===== src/rtl/multicycle_core.sv =====
// Multi-cycle core: FETCH/DECODE/EXECUTE/WRITEBACK over an 8-entry register file,
// with a request/valid instruction port that tolerates any memory latency.
module multicycle_core #(
  parameter int unsigned DATA_W = 16,
  parameter int unsigned PC_W   = 10,
  parameter int unsigned RET_W  = 32
) (
  input  logic              clk,
  input  logic              reset,
  output logic              imem_req,
  output logic [PC_W-1:0]   imem_addr,
  input  logic [15:0]       imem_rdata,
  input  logic              imem_valid,
  output logic [PC_W-1:0]   pc,
  output logic              halted,
  output logic              zero,
  output logic              wb_en,
  output logic [2:0]        wb_addr,
  output logic [DATA_W-1:0] wb_data,
  output logic [RET_W-1:0]  retired
);
  localparam int unsigned NREG = 8;
  localparam int unsigned IW   = 16;

  localparam logic [2:0] OP_ADD  = 3'd0;
  localparam logic [2:0] OP_SUB  = 3'd1;
  localparam logic [2:0] OP_ADDI = 3'd2;
  localparam logic [2:0] OP_SUBI = 3'd3;
  localparam logic [2:0] OP_BEQZ = 3'd4;
  localparam logic [2:0] OP_JMP  = 3'd5;
  localparam logic [2:0] OP_LI   = 3'd6;
  localparam logic [2:0] OP_HALT = 3'd7;

  typedef enum logic [2:0] {S_FETCH, S_DECODE, S_EXECUTE, S_WRITEBACK, S_HALT} state_e;

  state_e            state_q, state_d;
  logic [PC_W-1:0]   pc_q, pc_d, npc_q, npc_d;
  logic [IW-1:0]     ir_q, ir_d;
  logic [DATA_W-1:0] opa_q, opa_d, opb_q, opb_d;
  logic              req_q, req_d, halted_q, halted_d, zero_q, zero_d;
  logic              wb_en_q, wb_en_d;
  logic [2:0]        wb_addr_q, wb_addr_d;
  logic [DATA_W-1:0] wb_data_q, wb_data_d;
  logic [RET_W-1:0]  ret_q, ret_d;
  logic [DATA_W-1:0] rf_q [NREG];
  logic [DATA_W-1:0] rf_d [NREG];

  logic [2:0]        op, rd, rs1, rs2;
  logic [PC_W-1:0]   pc_inc, br_tgt, jmp_tgt;

  assign op      = ir_q[15:13];
  assign rd      = ir_q[12:10];
  assign rs1     = ir_q[9:7];
  assign rs2     = ir_q[2:0];
  assign pc_inc  = pc_q + PC_W'(1);
  assign br_tgt  = pc_inc + PC_W'({{6{ir_q[6]}}, ir_q[6:0]});
  assign jmp_tgt = PC_W'(ir_q[12:0]);

  // Next-state and datapath; every _d defaults to hold except the one-cycle writeback strobe.
  always_comb begin
    state_d   = state_q;
    pc_d      = pc_q;
    npc_d     = npc_q;
    ir_d      = ir_q;
    opa_d     = opa_q;
    opb_d     = opb_q;
    req_d     = req_q;
    halted_d  = halted_q;
    zero_d    = zero_q;
    ret_d     = ret_q;
    rf_d      = rf_q;
    wb_en_d   = 1'b0;
    wb_addr_d = '0;
    wb_data_d = '0;

    case (state_q)
      S_FETCH: begin
        if (imem_valid) begin
          ir_d    = imem_rdata;
          req_d   = 1'b0;
          state_d = S_DECODE;
        end
      end
      S_DECODE: begin
        opa_d   = rf_q[rs1];
        opb_d   = rf_q[rs2];
        state_d = S_EXECUTE;
      end
      S_EXECUTE: begin
        state_d = S_WRITEBACK;
        npc_d   = pc_inc;
        case (op)
          OP_ADD: begin
            wb_en_d   = 1'b1;
            wb_addr_d = rd;
            wb_data_d = opa_q + opb_q;
          end
          OP_SUB: begin
            wb_en_d   = 1'b1;
            wb_addr_d = rd;
            wb_data_d = opa_q - opb_q;
          end
          OP_ADDI: begin
            wb_en_d   = 1'b1;
            wb_addr_d = rd;
            wb_data_d = opa_q + DATA_W'(ir_q[3:0]);
          end
          OP_SUBI: begin
            wb_en_d   = 1'b1;
            wb_addr_d = rd;
            wb_data_d = opa_q - DATA_W'(ir_q[3:0]);
          end
          OP_BEQZ: begin
            if (opa_q == '0) npc_d = br_tgt;
          end
          OP_JMP: begin
            npc_d = jmp_tgt;
          end
          OP_LI: begin
            wb_en_d   = 1'b1;
            wb_addr_d = rd;
            wb_data_d = DATA_W'(ir_q[9:0]);
          end
          default: begin
            npc_d = pc_q;
          end
        endcase
      end
      S_WRITEBACK: begin
        if (wb_en_q) begin
          zero_d = (wb_data_q == '0);
          if (wb_addr_q != 3'd0) rf_d[wb_addr_q] = wb_data_q;
        end
        ret_d = ret_q + RET_W'(1);
        pc_d  = npc_q;
        if (op == OP_HALT) begin
          halted_d = 1'b1;
          state_d  = S_HALT;
        end else begin
          req_d   = 1'b1;
          state_d = S_FETCH;
        end
      end
      S_HALT: begin
        state_d = S_HALT;
      end
      default: begin
        req_d   = 1'b1;
        state_d = S_FETCH;
      end
    endcase
  end

  always_ff @(posedge clk) begin
    if (!reset) begin
      state_q   <= S_FETCH;
      pc_q      <= '0;
      npc_q     <= '0;
      ir_q      <= '0;
      opa_q     <= '0;
      opb_q     <= '0;
      req_q     <= 1'b1;
      halted_q  <= 1'b0;
      zero_q    <= 1'b0;
      ret_q     <= '0;
      wb_en_q   <= 1'b0;
      wb_addr_q <= '0;
      wb_data_q <= '0;
      rf_q      <= '{default: '0};
    end else begin
      state_q   <= state_d;
      pc_q      <= pc_d;
      npc_q     <= npc_d;
      ir_q      <= ir_d;
      opa_q     <= opa_d;
      opb_q     <= opb_d;
      req_q     <= req_d;
      halted_q  <= halted_d;
      zero_q    <= zero_d;
      ret_q     <= ret_d;
      wb_en_q   <= wb_en_d;
      wb_addr_q <= wb_addr_d;
      wb_data_q <= wb_data_d;
      rf_q      <= rf_d;
    end
  end

  assign imem_req  = req_q;
  assign imem_addr = pc_q;
  assign pc        = pc_q;
  assign halted    = halted_q;
  assign zero      = zero_q;
  assign wb_en     = wb_en_q;
  assign wb_addr   = wb_addr_q;
  assign wb_data   = wb_data_q;
  assign retired   = ret_q;
endmodule


===== config.mk =====
export PLATFORM = sky130hd
export DESIGN_NAME = multicycle_core
export DESIGN_NICKNAME = d
export VERILOG_FILES = /design/src/rtl/multicycle_core.sv
export SDC_FILE = /design/constraint.sdc
export NUM_CORES = 1
export LEC_CHECK = 0
export BUFFER_PORTS_ARGS = -buffer_cell sky130_fd_sc_hd__buf_4
export CORE_UTILIZATION = 55
export CTS_CLUSTER_SIZE = 14
export DETAILED_ROUTE_END_ITERATION = 6
export PLACE_DENSITY = 0.77
export SLEW_MARGIN = 20
export SYNTH_ARGS = -nofsm -noshare
export SYNTH_HDL_FRONTEND = slang
export SYNTH_SLANG_ARGS = --single-unit

===== constraint.sdc =====
create_clock -name clk -period 3.5 [get_ports clk]
set_input_delay 0 -clock clk [delete_from_list [all_inputs] [get_ports clk]]
set_output_delay 0 -clock clk [all_outputs]
set_load 0.1 [all_outputs]

==> results of run 1 <==
## cell type report
| cell class | count | area [um^2] |
|---|---|---|
| Inverter | 23 | 91.3 |
| Clock buffer | 44 | 850 |
| Tap cell | 319 | 399 |
| Sequential cell | 254 | 5090 |
| Timing Repair Buffer | 145 | 1160 |
| Clock inverter | 5 | 106 |
| Multi-Input combinational cell | 1132 | 7760 |
| Fill cell | 1922 | 8300 |
## report_power, final
group | internal (W) | total, W | switching (W)
registers | 0.00296 | 0.00311 | 0.000149
clock network | 0.00187 | 0.00304 | 0.00117
logic | 0.000498 | 0.00130 | 0.000803
total | 0.00533 | 0.00745 | 0.00212
## cell usage after synthesis, types with 7 or more instances
cell type and instances:
a211oi_1 26, a21oi_1 137, a22oi_1 7, a311oi_1 19
a31oi_1 7, and2_1 27, and3_1 13, buf_2 22
buf_4 15, buf_6 7, clkbuf_1 76, dfxtp_1 254
ha_1 29, inv_1 22, mux2i_1 72, mux4_2 64
nand2_1 264, nand2b_1 12, nand3_1 33, nand3b_1 7
nand4_1 12, nor2_1 164, nor2b_1 8, nor3_1 22
nor4_1 9, o21a_1 10, o21ai_0 47, or3_1 10
xnor2_1 26, xor2_1 23
## sequential cells by signal, indices dropped and copies added (netlist names), 3 cells and up
name and flops:
wb_addr 3, imem_addr 10, retired 32, state_q 3, opa_q 16, npc_q 10
ir_q 16, opb_q 16, wb_data 16, rf_q 128
## tightest hold or removal path, delay by kind of cell
family | cells | cell delay (ns)
AO/OA/AOI/OAI | 1 | 0.10
buffers and inverters | 2 | 0.64
AND/OR/NAND/NOR | 1 | 0.04
## worst max path at each step
stage	slack, ns	end	from	cells after the start
6_report	0.27	wb_data[15]$_SDFF_PN0_	ir_q[15]$_SDFFE_PN0P_	10
5_1_grt	0.03	wb_data[15]$_SDFF_PN0_	opb_q[0]$_SDFFE_PN0P_	15
4_1_cts	0.29	wb_data[13]$_SDFF_PN0_	opb_q[0]$_SDFFE_PN0P_	15
3_5_place_dp	0.31	wb_data[15]$_SDFF_PN0_	ir_q[1]$_SDFFE_PN0P_	12
3_3_place_gp	0.39	wb_data[13]$_SDFF_PN0_	opb_q[0]$_SDFFE_PN0P_	13
2_1_floorplan	0.13	npc_q[9]$_SDFFE_PN0P_	imem_addr[1]$_SDFFE_PN0N_	10
## layer usage
layer / vias up / GRT usage [%] / part of all wire [%]
met1: 5694 / 39.7 / 41
met5: - / 0 / 0
met2: 544 / 48.0 / 47
met3: 96 / 5.59 / 8.8
met4: 0 / 11.7 / 3.3
li1: 5536 / - / -
## per-stage QoR
step,power (W),instance area (um^2),setup WS [ns]
floorplan,0.00410,13500,0.135
global placement,0.00441,14300,0.392
detailed placement,0.00442,14300,0.309
CTS,0.00745,15500,0.295
global route,0.00773,15500,0.0292
finish,0.00745,15500,0.271
## cell families (layout without fill, tap and decap cells)
group / Yosys count / count (layout)
xor gates and xnor gates: 49 / 49
buffers and inverters: 147 / 217
muxes: 138 / 138
and+or+nand+nor: 612 / 612
adders and majority gates: 31 / 31
DFF: 254 / 254
AOI/OAI and AO/OA: 302 / 302
## timing repair
item                                    CTS  global route
hold buffers                             18             0
endpoints found under the hold margin    39             0
endpoints found under the setup margin    0             0
==> results by group, run 1 <==
Run status
  – Outcome: finished, final reports clean

Clock tree
  – Setup Fix Bufs, Post-CTS: 0
  – TritonCTS clock tree: built
  – H-tree depth: 1
  – CTS Buf Count: 27
  – Root Buffer Master: clkbuf_16
  – Worst skew pair latency: 0.55 ns
  – Clk slew on worst S/H paths: 0.06 ns
  – Cts repair resizes: 0
  – Max clock buf depth: 3
  – Total clock sinks: 254

Synth
  – Yosys cell types: 77
  – Post-Synth Adder-Cell Area: 2.98%
  – Post-synthesis compound-gate area fraction: 13.7%
  – Yosys warning count: 0
  – Cell count after synthesis: 1533
  – Synth Net Count: 1583
  – Synth top area share: 37.6%
  – Post-synth top flop: dfxtp_1
  – Synth Area in XOR/XNOR: 3.18%
  – Syn Std Cell Area: 0.0135 mm^2
  – Simple-gate area share of the yosys netlist: 21.2%
  – Post-synth top area cell: dfxtp_1
  – Syn avg cell area: 8.81 um^2
  – Ys async rst share: 0%
  – Post-synthesis register bit count: 254
  – Main combinational cell family by area after synthesis: simple AND/OR/NAND/NOR gates
  – Number of synthesized flops with an enable pin: 0
  – Post-synthesis sequential area ratio: 37.6%
  – Synth area leaders: dfxtp_1 (38%), mux4_2 (11%), nand2_1 (7.3%), mux2i_1 (5.3%), a21oi_1 (5.1%)
  – Post-synthesis mux area share: 16.2%

STA
  – Setup Skew: 0.0285 ns
  – Fin crit period: 3.23 ns
  – RSZ-0062 raised after global routing: false
  – Setup violations, final: 0
  – Max Fclk: 310 MHz
  – Final Max Slew Viols: 0
  – Setup TNS: 0 ns
  – Final Hold Violating Endpoints: 0
  – Crit share post-route: 92.3%
  – Fin Hold WS: 0.283 ns
  – Worst Tran Pin Value: 0.877 ns
  – Slew margin rel.: 41.5%

Drt
  – Via-to-Cell Ratio: 6.18
  – Routed len/inst: 19.9 um
  – DRT iter0 DRCs: 1089
  – Antenna viol nets, final: 0
  – Via count: 11900
  – Final wirelength: 38200 um
  – Drt pass-1 iters: 6
  – DRC Markers: 0

Setup path
  – Startpoint Class: flop
  – Crit path largest cell delay: 0.60 ns
  – WS Path Type: flop to flop
  – CP most frequent cell: a21oi_1
  – Slowest CP cell: dfxtp_1
  – R2R setup slack: 0.27 ns
  – Worst EP required: 3.98 ns
  – Worst Path Buf+Inv: 1
  – Crit path DAT: 3.71 ns
  – RR Startpoint: ir_q[15]$_SDFFE_PN0P_
  – Crit Path Max Fanout: 14
  – Critical path's top delay family: compound AO/OA/AOI/OAI gates
  – RR Endpoint: wb_data[15]$_SDFF_PN0_
  – Worst Reg-to-Reg Cells: 10
  – CP endpoint kind: flop
  – Critical-path cell list: inv_1 -> o21ai_1 -> a22oi_1 -> ha_1 -> a21oi_1 -> o21a_1 -> o21ai_0 -> a311oi_1 -> or3_1 -> a21oi_1

Layout
  – Layout cells sized above 1: 16.3%
  – Most frequent cells in the layout: nand2_1 (264), dfxtp_1 (251), nor2_1 (164)
  – Core Util, Final: 65.1%
  – Nets: 1633
  – Diodes inserted: 0
  – Area grow syn2layout: 14.4%
  – Final non-filler cell total: 1922
  – Most common cell after layout, fill and taps aside: nand2_1

Flow run
  – Max-cap violations: 0

Global route
  – First-pass GRT wire length: 60700 um
  – Initial antenna violation count: 0
  – Pin count of the biggest net entering global routing: 113
  – Number of global-route vias before repair: 11300
  – GR Overflow Total: 0
  – GRT Util Overall: 29.9%

Floorplanning
  – Die W: 159 um
  – Initial core utilization: 56.9%
  – FP Rows: 56
  – Core area: 0.0238 mm^2
  – Die H: 159 um
  – Die area: 0.0252 mm^2
  – IO Count: 94

Placement
  – DP Wirelength: 25400 um
  – Placed cells: 1855
  – RePlAce Congestion: 0.967
  – IO Port Bufs: 93

Min path
  – Hold Path End: ir_q[9]$_SDFFE_PN0P_
  – Min-Delay Path Depth: 4
  – Min-delay src: imem_rdata[9]
  – Min-Delay Path Class: input port to flop

Power
  – LEAKAGE: 5.56 nW
  – Max rail drop VDD: 0.322 mV
  – Cell Pwr Density: 482 mW/mm^2
Note: power is estimated with default switching activity, not from simulation.
==> run 2, diff against run 1 <==
--- a/config.mk
+++ b/config.mk
@@ -6,10 +6,13 @@
 export NUM_CORES = 1
 export LEC_CHECK = 0
 export BUFFER_PORTS_ARGS = -buffer_cell sky130_fd_sc_hd__buf_4
-export CORE_UTILIZATION = 55
+export CELL_PAD_IN_SITES_DETAIL_PLACEMENT = 0
+export CELL_PAD_IN_SITES_GLOBAL_PLACEMENT = 1
+export CORE_MARGIN = 4
+export CORE_UTILIZATION = 42
 export CTS_CLUSTER_SIZE = 14
 export DETAILED_ROUTE_END_ITERATION = 6
-export PLACE_DENSITY = 0.77
+export PLACE_DENSITY_LB_ADDON = 0.1
 export SLEW_MARGIN = 20
 export SYNTH_ARGS = -nofsm -noshare
 export SYNTH_HDL_FRONTEND = slang
==> results by group, run 2 (synthesis results as in run 1) <==
Setup path
  – Worst EP required: 3.94 ns (-0.04 ns)
  – R2R setup slack: 0.39 ns (+0.12 ns)
  – Crit path DAT: 3.55 ns (-0.16 ns)
  – Crit path largest cell delay: 0.36 ns (-0.24 ns)
  – Startpoint Class: flop
  – WS Path Type: flop to flop
  – RR Startpoint: opb_q[0]$_SDFFE_PN0P_
  – Slowest CP cell: dfxtp_2
  – CP endpoint kind: flop
  – Crit Path Max Fanout: 6 (-8)
  – Critical-path cell list: nor4_4 -> nand4b_1 -> nor3_1 -> mux2i_1 -> o22ai_1 -> a21oi_1 -> ha_1 -> a21o_1 -> nand2_1 -> o21ai_0 -> a311oi_1 -> xor2_1 -> nor2_1
  – Worst Reg-to-Reg Cells: 13 (+3)
  – RR Endpoint: wb_data[13]$_SDFF_PN0_

Global route
  – GRT Util Overall: 23.3% (-6.6 points)
  – First-pass GRT wire length: 66400 um (+9.5%)
  – GR Overflow Total: 0 (unchanged)
  – Number of global-route vias before repair: 11200 (-0.59%)
  – Pin count of the biggest net entering global routing: 169 (+50%)
  – Initial antenna violation count: 0 (unchanged)

Clock tree
  – Total clock sinks: 254 (unchanged)
  – CTS Buf Count: 30 (+11%)
  – Clk slew on worst S/H paths: 0.06 ns (about the same)
  – H-tree depth: 1 (unchanged)
  – Max clock buf depth: 3 (unchanged)
  – Worst skew pair latency: 0.56 ns (about the same)
  – TritonCTS clock tree: built
  – Root Buffer Master: clkbuf_16

Flow run
  – Max-cap violations: 0 (unchanged)

Layout
  – Layout cells sized above 1: 17.1% (+0.82 points)
  – Most frequent cells in the layout: nand2_1 (264), dfxtp_1 (249), nor2_1 (164)
  – Largest register FFs: 128 (unchanged)
  – Final non-filler cell total: 2022 (+5.2%)
  – Multi-input gate area: 0.00777 mm^2 (+0.15%)
  – Nets: 1648 (+0.92%)
  – Largest register by flop count: rf_q
  – Area grow syn2layout: 16.7%
  – Diodes inserted: 0 (unchanged)
  – FF+latch area: 0.00509 mm^2 (about the same)
  – Filler Cells Inserted: 3003 (+56%)
  – Most common cell after layout, fill and taps aside: nand2_1

Min path
  – Min-Delay Path Class: input port to flop
  – Min-delay src: imem_rdata[15]
  – Min-Delay Path Depth: 4 (unchanged)
  – Hold Path End: ir_q[15]$_SDFFE_PN0P_

Drt
  – Via-to-Cell Ratio: 5.67 (-8.1%)
  – DRT iter0 DRCs: 815 (-25%)
  – Final wirelength: 41700 um (+9.2%)
  – DRC Markers: 0 (unchanged)
  – Via count: 11500 (-3.3%)
  – Routed len/inst: 20.6 um (+3.8%)
  – Drt pass-1 iters: 5 (-1)
  – Antenna viol nets, final: 0 (unchanged)

STA
  – Crit share post-route: 88.9% (-3.4 points)
  – Final Max Slew Viols: 0 (unchanged)
  – Setup Skew: 0.0113 ns (-0.0172 ns)
  – Worst Tran Pin Value: 0.946 ns (+0.0690 ns)
  – Final Hold Violating Endpoints: 0 (unchanged)
  – Setup violations, final: 0 (unchanged)
  – Setup TNS: 0 ns (unchanged)
  – Slew margin rel.: 36.9% (-4.6 points)
  – Fin crit period: 3.11 ns (-0.118 ns)
  – Max Fclk: 321 MHz (+3.8%)
  – RSZ-0062 raised after global routing: false

Floorplanning
  – FP Rows: 65 (+16%)
  – IO Count: 94 (unchanged)
  – Die H: 187 um (+18%)
  – Initial core utilization: 42.7% (-14 points)
  – Core area: 0.0316 mm^2 (+33%)
  – Die area: 0.0351 mm^2 (+39%)
  – Die W: 187 um (+18%)

Power
  – Max rail drop VDD: 0.365 mV (+13%)
  – LEAKAGE: 5.65 nW (+1.7%)
  – Flop pwr share: 40.1% (-1.7 points)
  – Net Sw Frac: 28.6% (+0.13 points)
  – Logic gate share of total power: 17.2% (-0.3 points)
  – Cell Pwr Density: 492 mW/mm^2 (+2.1%)
  – Net Sw Power: 0.00222 W (+4.7%)
  – Internal: 0.00555 W (+4.1%)
  – Clock network power share: 42.7% (+1.9 points)

Placement
  – RePlAce Congestion: 0.867 (-10%)
  – IO Port Bufs: 93 (unchanged)
  – Placed cells: 1943 (+4.7%)
  – DP Wirelength: 27700 um (+9.0%)

Run status
  – Outcome: finished, final reports clean
-- run 2: cell types whose count changed in the layout (fill, tap and decap cells not counted), sizes merged --
| cell | change |
|---|---|
| buf | +6 |
| clkinv | +6 |
| dlygate4sd3 | +6 |
| bufinv | +2 |
| clkbuf | -2 |
| inv | -1 |
-- run 2: what timing repair did --
item,4_1_cts,5_1_grt
hold endpoints to repair,39,0
buffers inserted,0,1
gates resized for setup,0,4
hold buffers,24,0
setup endpoints to repair,0,1
-- run 2: power by group through the flow --
stage	Combinational, W	Sequential, W	Clock (W)
floorplan	0.000925	0.00317	0
global placement	0.00130	0.00317	0
detailed placement	0.00129	0.00317	0
CTS	0.00132	0.00311	0.00338
global route	0.00148	0.00313	0.00351
finish	0.00134	0.00312	0.00331
-- run 2: stage by stage --
stage | util [%] | setup WS, ns | power [W] | hold WS, ns | cell area [um^2]
2_1_floorplan | - | 0.135 | 0.00410 | 0.127 | 13500
3_3_place_gp | 45.7 | 0.398 | 0.00447 | 0.260 | 14500
4_1_cts | 49.8 | 0.337 | 0.00782 | 0.236 | 15800
5_1_grt | 49.9 | 0.0219 | 0.00811 | 0.270 | 15800
6_report | 49.9 | 0.389 | 0.00777 | 0.259 | 15800
3_5_place_dp | 45.7 | 0.349 | 0.00447 | 0.266 | 14500
-- run 2: final cells by class --
cell class | instances | area share (%)
Multi-Input combinational cell | 1132 | 49.3
Sequential cell | 254 | 32.3
Timing Repair Buffer | 157 | 8.01
Clock buffer | 42 | 5.43
Tap cell | 402 | 3.19
Clock inverter | 12 | 1.26
Inverter | 23 | 0.579
-- run 2: metal layers --
metal / wire length [um] / track usage [%] / vias to the layer above
met5: 0 / 0 / -
met4: 646 / 4.41 / 0
met3: 1840 / 3.08 / 47
met2: 18900 / 37.1 / 254
met1: 20300 / 34.4 / 5615
li1: - / - / 5558
-- run 2: worst max-delay path, delay by kind of cell (launching register included) --
kind	cells	cell delay (ns)
AND/OR/NAND/NOR	5	1.04
AO/OA/AOI/OAI	5	0.90
flip-flops	1	0.36
adder cells (fa/ha/maj)	1	0.30
multiplexers	1	0.23
XOR/XNOR	1	0.17
-- run 2: worst max path at each step --
stage | endpoint | start
finish | wb_data[13]$_SDFF_PN0_ | opb_q[0]$_SDFFE_PN0P_
detailed placement | wb_data[13]$_SDFF_PN0_ | opb_q[0]$_SDFFE_PN0P_
CTS | wb_data[15]$_SDFF_PN0_ | opb_q[0]$_SDFFE_PN0P_
global placement | wb_data[13]$_SDFF_PN0_ | opb_q[0]$_SDFFE_PN0P_
global route | wb_data[15]$_SDFF_PN0_ | opb_q[1]$_SDFFE_PN0P_
floorplan | npc_q[9]$_SDFFE_PN0P_ | imem_addr[1]$_SDFFE_PN0N_
==> run 3, diff against run 2 <==
--- a/config.mk
+++ b/config.mk
@@ -9,7 +9,7 @@
 export CELL_PAD_IN_SITES_DETAIL_PLACEMENT = 0
 export CELL_PAD_IN_SITES_GLOBAL_PLACEMENT = 1
 export CORE_MARGIN = 4
-export CORE_UTILIZATION = 42
+export CORE_UTILIZATION = 40
 export CTS_CLUSTER_SIZE = 14
 export DETAILED_ROUTE_END_ITERATION = 6
 export PLACE_DENSITY_LB_ADDON = 0.1
==> results by group, run 3 (synthesis results as in run 1) <==
Run status
  – Outcome: finished, final reports clean

Setup path
  – RR Endpoint: wb_data[13]$_SDFF_PN0_
  – R2R setup slack: 0.26 ns (-0.13 ns)
  – Critical-path cell list: nor4_4 -> nand4b_1 -> nor3_1 -> mux2i_1 -> o22ai_1 -> a21oi_1 -> ha_1 -> a21o_1 -> nand2_1 -> o21ai_0 -> a311oi_1 -> xor2_1 -> nor2_1
  – WS Path Type: flop to flop
  – CP endpoint kind: flop
  – Crit path largest cell delay: 0.39 ns (+0.03 ns)
  – Slowest CP cell: nor3_1
  – Startpoint Class: flop
  – RR Startpoint: opb_q[0]$_SDFFE_PN0P_
  – Worst Reg-to-Reg Cells: 13 (unchanged)
  – Critical path's top delay family: simple AND/OR/NAND/NOR gates
  – Crit path DAT: 3.70 ns (+0.15 ns)
  – Worst Path Buf+Inv: 0 (unchanged)
  – Crit Path Max Fanout: 6 (unchanged)
  – Worst EP required: 3.96 ns (+0.02 ns)

Floorplanning
  – FP Rows: 67 (+3.1%)
  – Die area: 0.0368 mm^2 (+4.8%)
  – IO Count: 94 (unchanged)
  – Die W: 192 um (+2.4%)
  – Initial core utilization: 40.4% (-2.3 points)
  – Die H: 192 um (+2.4%)
  – Core area: 0.0334 mm^2 (+5.7%)

Layout
  – Layout cells sized above 1: 17.8% (+0.68 points)
  – Most common cell after layout, fill and taps aside: nand2_1
  – Largest register FFs: 128 (unchanged)
  – Nets: 1657 (+0.55%)
  – Filler Cells Inserted: 3241 (+7.9%)
  – Largest register by flop count: rf_q
  – Most frequent cells in the layout: nand2_1 (264), dfxtp_1 (249), nor2_1 (164)
  – Diodes inserted: 0 (unchanged)
  – Area grow syn2layout: 17.0%

STA
  – Fin Hold WS: 0.214 ns (-0.0449 ns)
  – Setup violations, final: 0 (unchanged)
  – Slew margin rel.: 40.5% (+3.6 points)
  – Final Max Slew Viols: 0 (unchanged)
  – Fin crit period: 3.24 ns (+0.130 ns)
  – Setup TNS: 0 ns (unchanged)
  – RSZ-0062 raised after global routing: false
  – Max Fclk: 309 MHz (-4.0%)
  – Crit share post-route: 92.6% (+3.7 points)
  – Worst Tran Pin Value: 0.893 ns (-0.0535 ns)
  – Setup Skew: 0.0136 ns (+0.00221 ns)
  – Final Hold Violating Endpoints: 0 (unchanged)

Drt
  – DRT iter0 DRCs: 818 (+0.37%)
  – Via count: 11500 (+0.59%)
  – Final wirelength: 42700 um (+2.4%)
  – Drt pass-1 iters: 5 (unchanged)
  – Via-to-Cell Ratio: 5.55 (-2.2%)
  – Routed len/inst: 20.5 um (-0.43%)
  – DRC Markers: 0 (unchanged)
  – Antenna viol nets, final: 0 (unchanged)

Clock tree
  – Setup Fix Bufs, Post-CTS: 0 (unchanged)
  – Max clock buf depth: 3 (unchanged)
  – Root Buffer Master: clkbuf_16
  – TritonCTS clock tree: built
  – H-tree depth: 1 (unchanged)
  – Worst skew pair latency: 0.59 ns (+0.03 ns)
  – Clk slew on worst S/H paths: 0.06 ns (about the same)
  – CTS Buf Count: 30 (unchanged)
  – Total clock sinks: 254 (unchanged)

Power
  – LEAKAGE: 5.68 nW (+0.47%)
  – Cell Pwr Density: 482 mW/mm^2 (-2.0%)
  – Max rail drop VDD: 0.428 mV (+17%)

Placement
  – DP Wirelength: 28700 um (+3.8%)
  – IO Port Bufs: 93 (unchanged)
  – RePlAce Congestion: 0.877 (+1.2%)

Global route
  – GRT Util Overall: 23.0% (-0.36 points)
  – GR Overflow Total: 0 (unchanged)
  – First-pass GRT wire length: 66200 um (-0.33%)
  – Pin count of the biggest net entering global routing: 92 (-46%)
  – Number of global-route vias before repair: 11100 (-1.1%)
  – Initial antenna violation count: 1 (+1)

Flow run
  – Max-cap violations: 0 (unchanged)

Min path
  – Hold Path End: ir_q[4]$_SDFFE_PN0P_
  – Min-Delay Path Depth: 4 (unchanged)
  – Min-Delay Path Class: input port to flop
  – Min-delay src: imem_rdata[4]
run 3: changes by cell type in the layout (fill, tap and decap cells not counted), moves of 2 or more:
cell           before  now
dlygate4sd3_1      24   22
clkinv_2            5   10
bufinv_16           5    2
buf_12              2    0
clkbuf_1            6    4
buf_4             131  144
run 3: worst max path at each step:
stage	startpoint	to	depth (start not counted)
after global routing	opb_q[0]$_SDFFE_PN0P_	wb_data[15]$_SDFF_PN0_	13
after global placement	opb_q[0]$_SDFFE_PN0P_	wb_data[13]$_SDFF_PN0_	13
after CTS	opb_q[0]$_SDFFE_PN0P_	wb_data[13]$_SDFF_PN0_	13
after floorplan	imem_addr[1]$_SDFFE_PN0N_	npc_q[9]$_SDFFE_PN0P_	10
after detailed placement	opb_q[0]$_SDFFE_PN0P_	wb_data[13]$_SDFF_PN0_	13
final	opb_q[0]$_SDFFE_PN0P_	wb_data[13]$_SDFF_PN0_	13
run 3: power breakdown:
| group | internal (W) | switching (W) |
|---|---|---|
| Combinational | 0.000519 | 0.000814 |
| Clock | 0.00184 | 0.00133 |
| Sequential | 0.00296 | 0.000165 |
run 3: layer usage:
layer | vias to the layer above | wire length (um) | part of all wire, % | global-route usage (%)
li1 | 5572 | - | - | -
met5 | - | 0 | 0 | 0
met1 | 5589 | 19900 | 47 | 32.7
met4 | 0 | 910 | 2.1 | 5.17
met3 | 54 | 2420 | 5.7 | 3.71
met2 | 327 | 19400 | 46 | 36.9
run 3: worst register-to-register path: stages, from the launching register on:
cell      delay (ns)
dfxtp_1         0.38
nor4_4          0.36
nand4b_1        0.27
nor3_1          0.39
mux2i_1         0.23
o22ai_1         0.09
a21oi_1         0.14
ha_1            0.31
a21o_1          0.23
nand2_1         0.07
o21ai_0         0.10
a311oi_1        0.31
xor2_1          0.19
nor2_1          0.05
run 3: final cells by class:
cell class | instances | area, um^2 | share of cell area, %
timing repair buffer | 166 | 1300 | 8.23
inverter | 23 | 91.3 | 0.578
tap | 448 | 561 | 3.54
multi-input combinational | 1132 | 7760 | 49.1
sequential | 254 | 5090 | 32.2
clock buffer | 39 | 835 | 5.28
clock inverter | 17 | 173 | 1.09
run 3: timing repair:
item,CTS,global route
resized for setup,0,1
hold buffers,22,0
endpoints found under the hold margin,39,0
endpoints found under the setup margin,0,2
run 3: stage by stage:
stage | instances | setup slack, ns | utilization, % | power [W] | cell area, um^2
3_3_place_gp | 2001 | 0.357 | 43.6 | 0.00449 | 14600
6_report | 2079 | 0.259 | 47.3 | 0.00763 | 15800
3_5_place_dp | 2001 | 0.271 | 43.6 | 0.00448 | 14600
5_1_grt | 2079 | 0.00938 | 47.3 | 0.00796 | 15800
4_1_cts | 2079 | 0.267 | 47.3 | 0.00770 | 15800
2_1_floorplan | 1533 | 0.135 | - | 0.00410 | 13500
